===== src/rtl/combo_vector_sweeper.sv =====
// rtl/combo_vector_sweeper.sv - clocked 16-vector sweep and truth-table check for a 4-input combo block
module combo_vector_sweeper #(
    parameter int unsigned DWELL  = 10,
    parameter logic [15:0] EXP_TT = 16'h0000
) (
    input  logic       clk,
    input  logic       rst_n,
    input  logic       start,
    output logic       a,
    output logic       b,
    output logic       c,
    output logic       d,
    input  logic       o,
    output logic       busy,
    output logic       done,
    output logic       pass,
    output logic [4:0] err_cnt,
    output logic       err_valid,
    output logic [3:0] first_err_idx
);

    typedef enum logic [1:0] {S_IDLE, S_RUN, S_FIN} state_e;

    localparam logic [7:0] CNT_LAST = 8'(DWELL - 1);

    state_e     state_q, state_d;
    logic [3:0] idx_q, idx_d;
    logic [7:0] cnt_q, cnt_d;
    logic       busy_q, busy_d;
    logic       done_q, done_d;
    logic       pass_q, pass_d;
    logic [4:0] err_cnt_q, err_cnt_d;
    logic       err_valid_q, err_valid_d;
    logic [3:0] first_q, first_d;

    always_ff @(posedge clk or negedge rst_n) begin
        if (!rst_n) begin
            state_q     <= S_IDLE;
            idx_q       <= 4'd0;
            cnt_q       <= 8'd0;
            busy_q      <= 1'b0;
            done_q      <= 1'b0;
            pass_q      <= 1'b0;
            err_cnt_q   <= 5'd0;
            err_valid_q <= 1'b0;
            first_q     <= 4'd0;
        end else begin
            state_q     <= state_d;
            idx_q       <= idx_d;
            cnt_q       <= cnt_d;
            busy_q      <= busy_d;
            done_q      <= done_d;
            pass_q      <= pass_d;
            err_cnt_q   <= err_cnt_d;
            err_valid_q <= err_valid_d;
            first_q     <= first_d;
        end
    end

    always_comb begin
        state_d     = state_q;
        idx_d       = idx_q;
        cnt_d       = cnt_q;
        busy_d      = busy_q;
        done_d      = 1'b0;
        pass_d      = pass_q;
        err_cnt_d   = err_cnt_q;
        err_valid_d = err_valid_q;
        first_d     = first_q;

        unique case (state_q)
            S_IDLE: begin
                if (start) begin
                    state_d     = S_RUN;
                    idx_d       = 4'd0;
                    cnt_d       = 8'd0;
                    busy_d      = 1'b1;
                    pass_d      = 1'b0;
                    err_cnt_d   = 5'd0;
                    err_valid_d = 1'b0;
                    first_d     = 4'd0;
                end
            end
            S_RUN: begin
                if (cnt_q != CNT_LAST) begin
                    cnt_d = cnt_q + 8'd1;
                end else begin
                    // Last dwell cycle: o has had DWELL-1 clocks to settle.
                    if (o != EXP_TT[idx_q]) begin
                        err_cnt_d = err_cnt_q + 5'd1;
                        if (!err_valid_q) begin
                            first_d     = idx_q;
                            err_valid_d = 1'b1;
                        end
                    end
                    cnt_d = 8'd0;
                    if (idx_q != 4'hF) begin
                        idx_d = idx_q + 4'd1;
                    end else begin
                        state_d = S_FIN;
                        busy_d  = 1'b0;
                        done_d  = 1'b1;
                        pass_d  = (err_cnt_d == 5'd0);
                    end
                end
            end
            S_FIN: begin
                state_d = S_IDLE;
                idx_d   = 4'd0;
            end
            default: begin
                state_d = S_IDLE;
                idx_d   = 4'd0;
                cnt_d   = 8'd0;
                busy_d  = 1'b0;
            end
        endcase
    end

    assign a             = idx_q[0];
    assign b             = idx_q[1];
    assign c             = idx_q[2];
    assign d             = idx_q[3];
    assign busy          = busy_q;
    assign done          = done_q;
    assign pass          = pass_q;
    assign err_cnt       = err_cnt_q;
    assign err_valid     = err_valid_q;
    assign first_err_idx = first_q;

endmodule


===== config.mk =====
export PLATFORM = sky130hd
export DESIGN_NAME = combo_vector_sweeper
export DESIGN_NICKNAME = d
export VERILOG_FILES = /design/src/rtl/combo_vector_sweeper.sv
export SDC_FILE = /design/constraint.sdc
export NUM_CORES = 1
export LEC_CHECK = 0
export BUFFER_PORTS_ARGS = -buffer_cell sky130_fd_sc_hd__buf_4
export CAP_MARGIN = 20
export CORE_MARGIN = 3
export CORE_UTILIZATION = 55
export CTS_BUF_LIST = sky130_fd_sc_hd__clkbuf_16
export DETAILED_ROUTE_END_ITERATION = 7
export PLACE_DENSITY = 0.8
export SETUP_SLACK_MARGIN = 0.1
export SLEW_MARGIN = 15
export SYNTH_ARGS = -nofsm -noshare
export SYNTH_HDL_FRONTEND = slang
export SYNTH_SLANG_ARGS = --single-unit

===== constraint.sdc =====
create_clock -name clk -period 3.05 [get_ports clk]
set_input_delay 0.1525 -clock clk [delete_from_list [all_inputs] [get_ports clk]]
set_output_delay 0.1525 -clock clk [all_outputs]
set_load 0.02 [all_outputs]

==> results of run 1 <==
-- synthesized netlist by cell type, drive strengths merged (2+ instances only) --
cell type / number / area (µm²)
and3: 3 / 18.8
o21ai: 12 / 60.1
or2: 2 / 12.5
inv: 9 / 33.8
ha: 4 / 50.1
or3: 4 / 25.0
dfrtp: 27 / 676
a21oi: 6 / 30.0
nor2: 8 / 30.0
nand3: 11 / 67.6
a211oi: 2 / 15.0
clkbuf: 5 / 18.8
a31oi: 2 / 12.5
nand3b: 2 / 15.0
buf: 3 / 17.5
mux2i: 9 / 90.1
and2: 2 / 12.5
nand2: 18 / 67.6
nand4: 3 / 18.8
nor3: 7 / 46.3
-- power groups by stage --
stage	Sequential [mW]	Clock (mW)	Combinational, mW
after floorplan	0.652	0	0.278
after CTS	0.614	0.299	0.513
after global placement	0.608	0	0.487
after global routing	0.635	0.317	0.570
final	0.618	0.298	0.510
after detailed placement	0.618	0	0.508
-- path summary, 6_finish.rpt --
| check | slack, ns | depth (start not counted) | end | from |
|---|---|---|---|---|
| max | 0.83 | 4 | idx_q[3]$_DFFE_PN0P_ | state_q[0]$_DFFE_PN0P_ |
| min | 0.26 | 3 | err_cnt[0]$_DFFE_PN0P_ | o |
| max reg2reg | 0.83 | 4 | idx_q[3]$_DFFE_PN0P_ | state_q[0]$_DFFE_PN0P_ |
| min reg2reg | 0.48 | 1 | cnt_q[7]$_DFFE_PN0P_ | cnt_q[7]$_DFFE_PN0P_ |
| max in group asynchronous | 2.44 | 2 | cnt_q[4]$_DFFE_PN0P_ | rst_n |
| min in group asynchronous | 0.35 | 2 | err_cnt[4]$_DFFE_PN0P_ | rst_n |
-- critical path: stages (launching register included) --
cell and delay, ns:
dfrtp_1 0.55, nand2b_1 0.35, a21oi_1 0.82, o21ai_0 0.22, a2bb2oi_1 0.19
-- metal layers --
| metal | wire length, µm | part of all wire [%] | global-route usage, % | vias to the layer above |
|---|---|---|---|---|
| li1 | - | - | - | 625 |
| met1 | 1520 | 43 | 30.6 | 661 |
| met2 | 1750 | 50 | 36.8 | 64 |
| met3 | 203 | 5.8 | 3.29 | 4 |
| met4 | 27 | 0.77 | 9.60 | 0 |
| met5 | 0 | 0 | 0 | - |
-- kinds of logic after synthesis --
family | synth area share, %
AO/OA/AOI/OAI | 16.1
XOR/XNOR | 1.16
adder cells (fa/ha/maj) | 3.30
buffers and inverters | 4.62
flip-flops | 44.6
multiplexers | 5.94
AND/OR/NAND/NOR | 24.3
-- flip-flops by register name (all words and copies together), names as in the netlist, 2 cells and up --
signal	flops
idx_q	4
first_err_idx	4
cnt_q	8
state_q	2
err_cnt	5
-- placed cells by master, fill, tap and decap left out, types with 2 or more instances in the layout --
cell type / netlist / layout
dfrtp_1: 27 / 27
buf_4: 1 / 20
nand2_1: 18 / 18
o21ai_0: 12 / 12
nand3_1: 10 / 10
inv_1: 9 / 9
mux2i_1: 9 / 9
nor2_1: 8 / 8
nor3_1: 6 / 6
a21oi_1: 6 / 6
or3_1: 4 / 4
ha_1: 4 / 4
nand4_1: 3 / 3
and3_1: 3 / 3
clkbuf_16: 0 / 3
nand3b_1: 2 / 2
and2_1: 2 / 2
a31oi_1: 2 / 2
a211oi_1: 2 / 2
or2_2: 2 / 2
-- area by class of cell --
| type | instances | area, µm² | share of cell area (%) |
|---|---|---|---|
| clock inverters | 1 | 5.00 | 0.285 |
| well taps | 30 | 37.5 | 2.14 |
| multi-input cells | 119 | 771 | 43.8 |
| inverters | 9 | 33.8 | 1.92 |
| repair buffers | 21 | 160 | 9.11 |
| clock buffers | 3 | 75.1 | 4.27 |
| flip-flops and latches | 27 | 676 | 38.4 |
-- timing repair --
item | CTS | global route
hold buffers | 1 | 0
setup buffers | 0 | 0
endpoints found under the hold margin | 27 | 0
-- stage by stage --
| step | util, % | setup WS [ns] | hold WS [ns] |
|---|---|---|---|
| after detailed placement | 65.5 | 0.960 | 0.0865 |
| after global routing | 69.1 | 0.567 | 0.275 |
| after floorplan | - | 1.33 | -0.143 |
| after CTS | 69.1 | 0.909 | 0.250 |
| final | 69.1 | 0.834 | 0.257 |
| after global placement | 65.5 | 1.08 | 0.0809 |
==> reports/qor.txt, run 1 <==
Cells after Synth: 163
die span in x: 58.5 µm
H-tree levels: 1
clk_skew: 0.00238 ns
Synthesized Nets: 171
Slew HR: 38.5%
Placed Area: 0.00167 mm²
Critical Path Fanout Max: 13
area of the core: 0.00254 mm²
CTS tree: built
FF+latch count, synth: 27
crit path kind: flop to flop
P_int: 0.870 mW
DIE AREA: 0.00342 mm²
row cnt: 18
worst hold path type: primary input to flop
grt ovf: 0
initial antenna violation count: 0
static leakage: 0.824 nW
global-route wire length before repair: 6090 µm
startpoint types: flop
Worst Path Required: 3.23 ns
placed cell count: 205
Distinct cells, synth: 47
synth-to-layout area growth: 15.9%
setup_tns: 0 ns
number of synthesized flops with an enable pin: 0
TritonCTS Sinks: 27
Max Fclk: 451 MHz
combinational fraction of design power: 35.8%
synthesized area: 0.00152 mm²
Initial DRT Pass Iterations: 4
post-synthesis async set-or-reset flop share: 100%
RSZ-0062 raised after global routing: false
vias: 1354
pwr dens: 811 mW/mm²
Starting Density: 59.6%
Final HPWL DP: 2450 µm
Worst IR Drop VDD: 0.600 mV
total power: 1.43 mW
register area share after synthesis: 44.6%
crit end category: flop
largest net degree at the start of global routing: 28
worst skew pair latency: 0.26 ns
Initial DRC Count: 90
Final Cell Area: 0.00176 mm²
IO buf count: 20
n_diodes: 0
final net count: 189
antenna viol nets, final: 0
Primary FF master, synth: dfrtp_1
Root Buffer: clkbuf_16
Reg clk slew, reported paths: 0.07 ns
Worst Tran Pin Value: 0.923 ns
Final period util: 72.6%
post-route minimum period: 2.22 ns
Seq pwr share: 43.4%
CP arrival: 2.39 ns
Final Slew Violations: 0
drt total wl: 3510 µm
Avg Inst Size Synth: 9.30 µm²
Die Height: 58.5 µm
Inserted Clock Buffers: 3
final setup fails: 0
outcome: complete, no violations
vias in the first global route: 1337
drt wl/cell: 16.7 µm
share of cells above drive strength 1: 16.1%
post-route insts no fill: 210
max_cap viols: 0
post-cts sizing count: 0
Psw: 0.556 mW
Synth Warn #: 0
clock share of power: 20.9%
# fillers: 194
gr usage total: 22.8%
sw frac: 39.0%
final hold vios: 0
clock buffer depth: 2
DRC: 0
vias per inst: 6.45
Placer Congestion: 0.831
Ports: 21
(Power assumes the default switching activity.)
==> inputs of run 2 (changes only) <==
Clock period 3.05 ns to 2.3 ns, I/O delays scaled along.
==> run 2 against run 1 <==
Compared with the run above: non-clock buffer count increased by 1; total power is 31% higher; global-route usage is 1.5 points lower; die area stayed put; worst setup slack lost 0.43 ns; clock power rose by 29%; via count shrank 2.9%; critical path type unchanged; critical endpoint is now err_cnt[1]$_DFFE_PN0P_; highest routed layer unchanged.
==> reports/qor.txt, run 2 (synthesis results as in run 1) <==
Worst IR Drop VDD: 0.879 mV (+46%)
max reg flops: 8 (unchanged)
global-route wire length before repair: 5610 µm (-7.9%)
max incr delay on CP: 0.56 ns (-0.26 ns)
pwr dens: 1060 mW/mm² (+31%)
sw frac: 38.3% (-0.67 points)
Worst Tran Pin Value: 0.561 ns (-0.362 ns)
Max Fclk: 526 MHz (+17%)
outcome: complete, no violations
setup_tns: 0 ns (unchanged)
Seq pwr share: 43.3% (about the same)
CTS Hold Buffers Added: 1 (unchanged)
Ports: 21 (unchanged)
final hold vios: 0 (unchanged)
Placer Congestion: 0.860 (+3.5%)
Final Slew Violations: 0 (unchanged)
Root Buffer: clkbuf_16
n_diodes: 0 (unchanged)
Biggest register: cnt_q
static leakage: 0.829 nW (+0.68%)
post-cts sizing count: 0 (unchanged)
Critical Path Fanout Max: 13 (unchanged)
most common cell after layout, fill and taps aside: dfrtp_1
row cnt: 18 (unchanged)
Final period util: 82.6% (+9.9 points)
crit path cell chain: nand2b_1, a21oi_1, buf_4, o21ai_0, o311ai_0
crit end category: flop
Initial DRC Count: 56 (-38%)
startpoint types: flop
Setup Fix Bufs, Post-CTS: 0 (unchanged)
vias: 1315 (-2.9%)
Worst Path Required: 2.44 ns (-0.79 ns)
P_int: 1.15 mW (+33%)
largest net degree at the start of global routing: 28 (unchanged)
CP arrival: 2.04 ns (-0.35 ns)
vias in the first global route: 1253 (-6.3%)
grt ovf: 0 (unchanged)
drt total wl: 3270 µm (-6.8%)
DRC: 0 (unchanged)
max_cap viols: 0 (unchanged)
Initial DRT Pass Iterations: 5 (+1)
TritonCTS Sinks: 27 (unchanged)
worst hold path type: primary input to flop
Starting Density: 59.6% (unchanged)
Inserted Clock Buffers: 3 (unchanged)
Slowest-stage cell, CP: dfrtp_1
clock buffer depth: 2 (unchanged)
synth-to-layout area growth: 16.3%
total power: 1.87 mW (+31%)
most frequent cells in the layout: 27 x dfrtp_1, 21 x buf_4, 18 x nand2_1, 12 x o21ai_0
Reg clk slew, reported paths: 0.06 ns (about the same)
IO buf count: 20 (unchanged)
share of cells above drive strength 1: 16.0% (-0.089 points)
Die Height: 58.5 µm (unchanged)
gr usage total: 21.3% (-1.5 points)
post-route minimum period: 1.90 ns (-0.316 ns)
H-tree levels: 1 (unchanged)
clk_skew: 0.00388 ns (+0.00149 ns)
CTS tree: built
RSZ-0062 raised after global routing: false
DIE AREA: 0.00342 mm² (unchanged)
Largest delay share family, worst path: compound AO/OA/AOI/OAI gates
die span in x: 58.5 µm (unchanged)
Worst Path Buf+Inv: 1 (+1)
final setup fails: 0 (unchanged)
worst skew pair latency: 0.26 ns (about the same)
initial antenna violation count: 0 (unchanged)
Psw: 0.717 mW (+29%)
antenna viol nets, final: 0 (unchanged)
area of the core: 0.00254 mm² (unchanged)
crit path kind: flop to flop
clock share of power: 20.5% (-0.4 points)
combinational fraction of design power: 36.2% (+0.4 points)
final net count: 190 (+0.53%)
Slew HR: 62.5% (+24 points)
vias per inst: 6.23 (-3.3%)
Final HPWL DP: 2360 µm (-3.7%)
drt wl/cell: 15.5 µm (-7.2%)
-- run 2: changes by cell type in the layout (fill, tap and decap cells not counted) --
| cell | previous run | this run |
|---|---|---|
| buf_4 | 20 | 21 |
| clkinv_2 | 1 | 0 |
| inv_1 | 9 | 10 |
-- run 2: final cells by class --
cell class	count	area (µm²)
Fill cell	196	781
Multi-Input combinational cell	119	771
Sequential cell	27	676
Timing Repair Buffer	22	168
Clock buffer	3	75.1
Tap cell	30	37.5
Inverter	9	33.8
Clock inverter	1	3.75
-- run 2: worst paths after layout --
check	end	startpoint	slack (ns)	cells after the start
setup / recovery	err_cnt[1]$_DFFE_PN0P_	state_q[0]$_DFFE_PN0P_	0.40	5
hold / removal	err_cnt[0]$_DFFE_PN0P_	o	0.19	3
setup reg to reg	err_cnt[1]$_DFFE_PN0P_	state_q[0]$_DFFE_PN0P_	0.40	5
hold reg to reg	cnt_q[7]$_DFFE_PN0P_	cnt_q[7]$_DFFE_PN0P_	0.48	1
max in group asynchronous	cnt_q[0]$_DFFE_PN0P_	rst_n	1.74	2
min in group asynchronous	err_cnt[2]$_DFFE_PN0P_	rst_n	0.30	2
-- run 2: worst register-to-register path, cell delays in order (launching register included) --
cell	delay [ns]
dfrtp_1	0.56
nand2b_1	0.35
a21oi_1	0.44
buf_4	0.23
o21ai_0	0.09
o311ai_0	0.11
-- run 2: layer usage --
layer / track usage, % / part of all wire (%)
met5: 0 / 0
met2: 34.0 / 48
met1: 28.6 / 46
met4: 9.27 / 0.86
met3: 3.51 / 4.9
-- run 2: per-stage QoR --
stage               cells  cell area (µm²)  hold slack (ns)  util (%)  setup slack (ns)
finish                211             1760            0.189      69.3             0.400
global route          211             1760            0.218      69.3             0.180
CTS                   211             1760            0.195      69.3             0.412
detailed placement    206             1680           0.0477      65.8             0.439
global placement      206             1680           0.0438      65.8             0.457
floorplan             163             1520           -0.181         -             0.579
-- run 2: power by group through the flow --
stage,logic (mW),registers (mW),clock network [mW]
finish,0.678,0.810,0.384
global route,0.756,0.837,0.412
CTS,0.683,0.807,0.391
detailed placement,0.677,0.815,0
global placement,0.659,0.806,0
floorplan,0.368,0.865,0
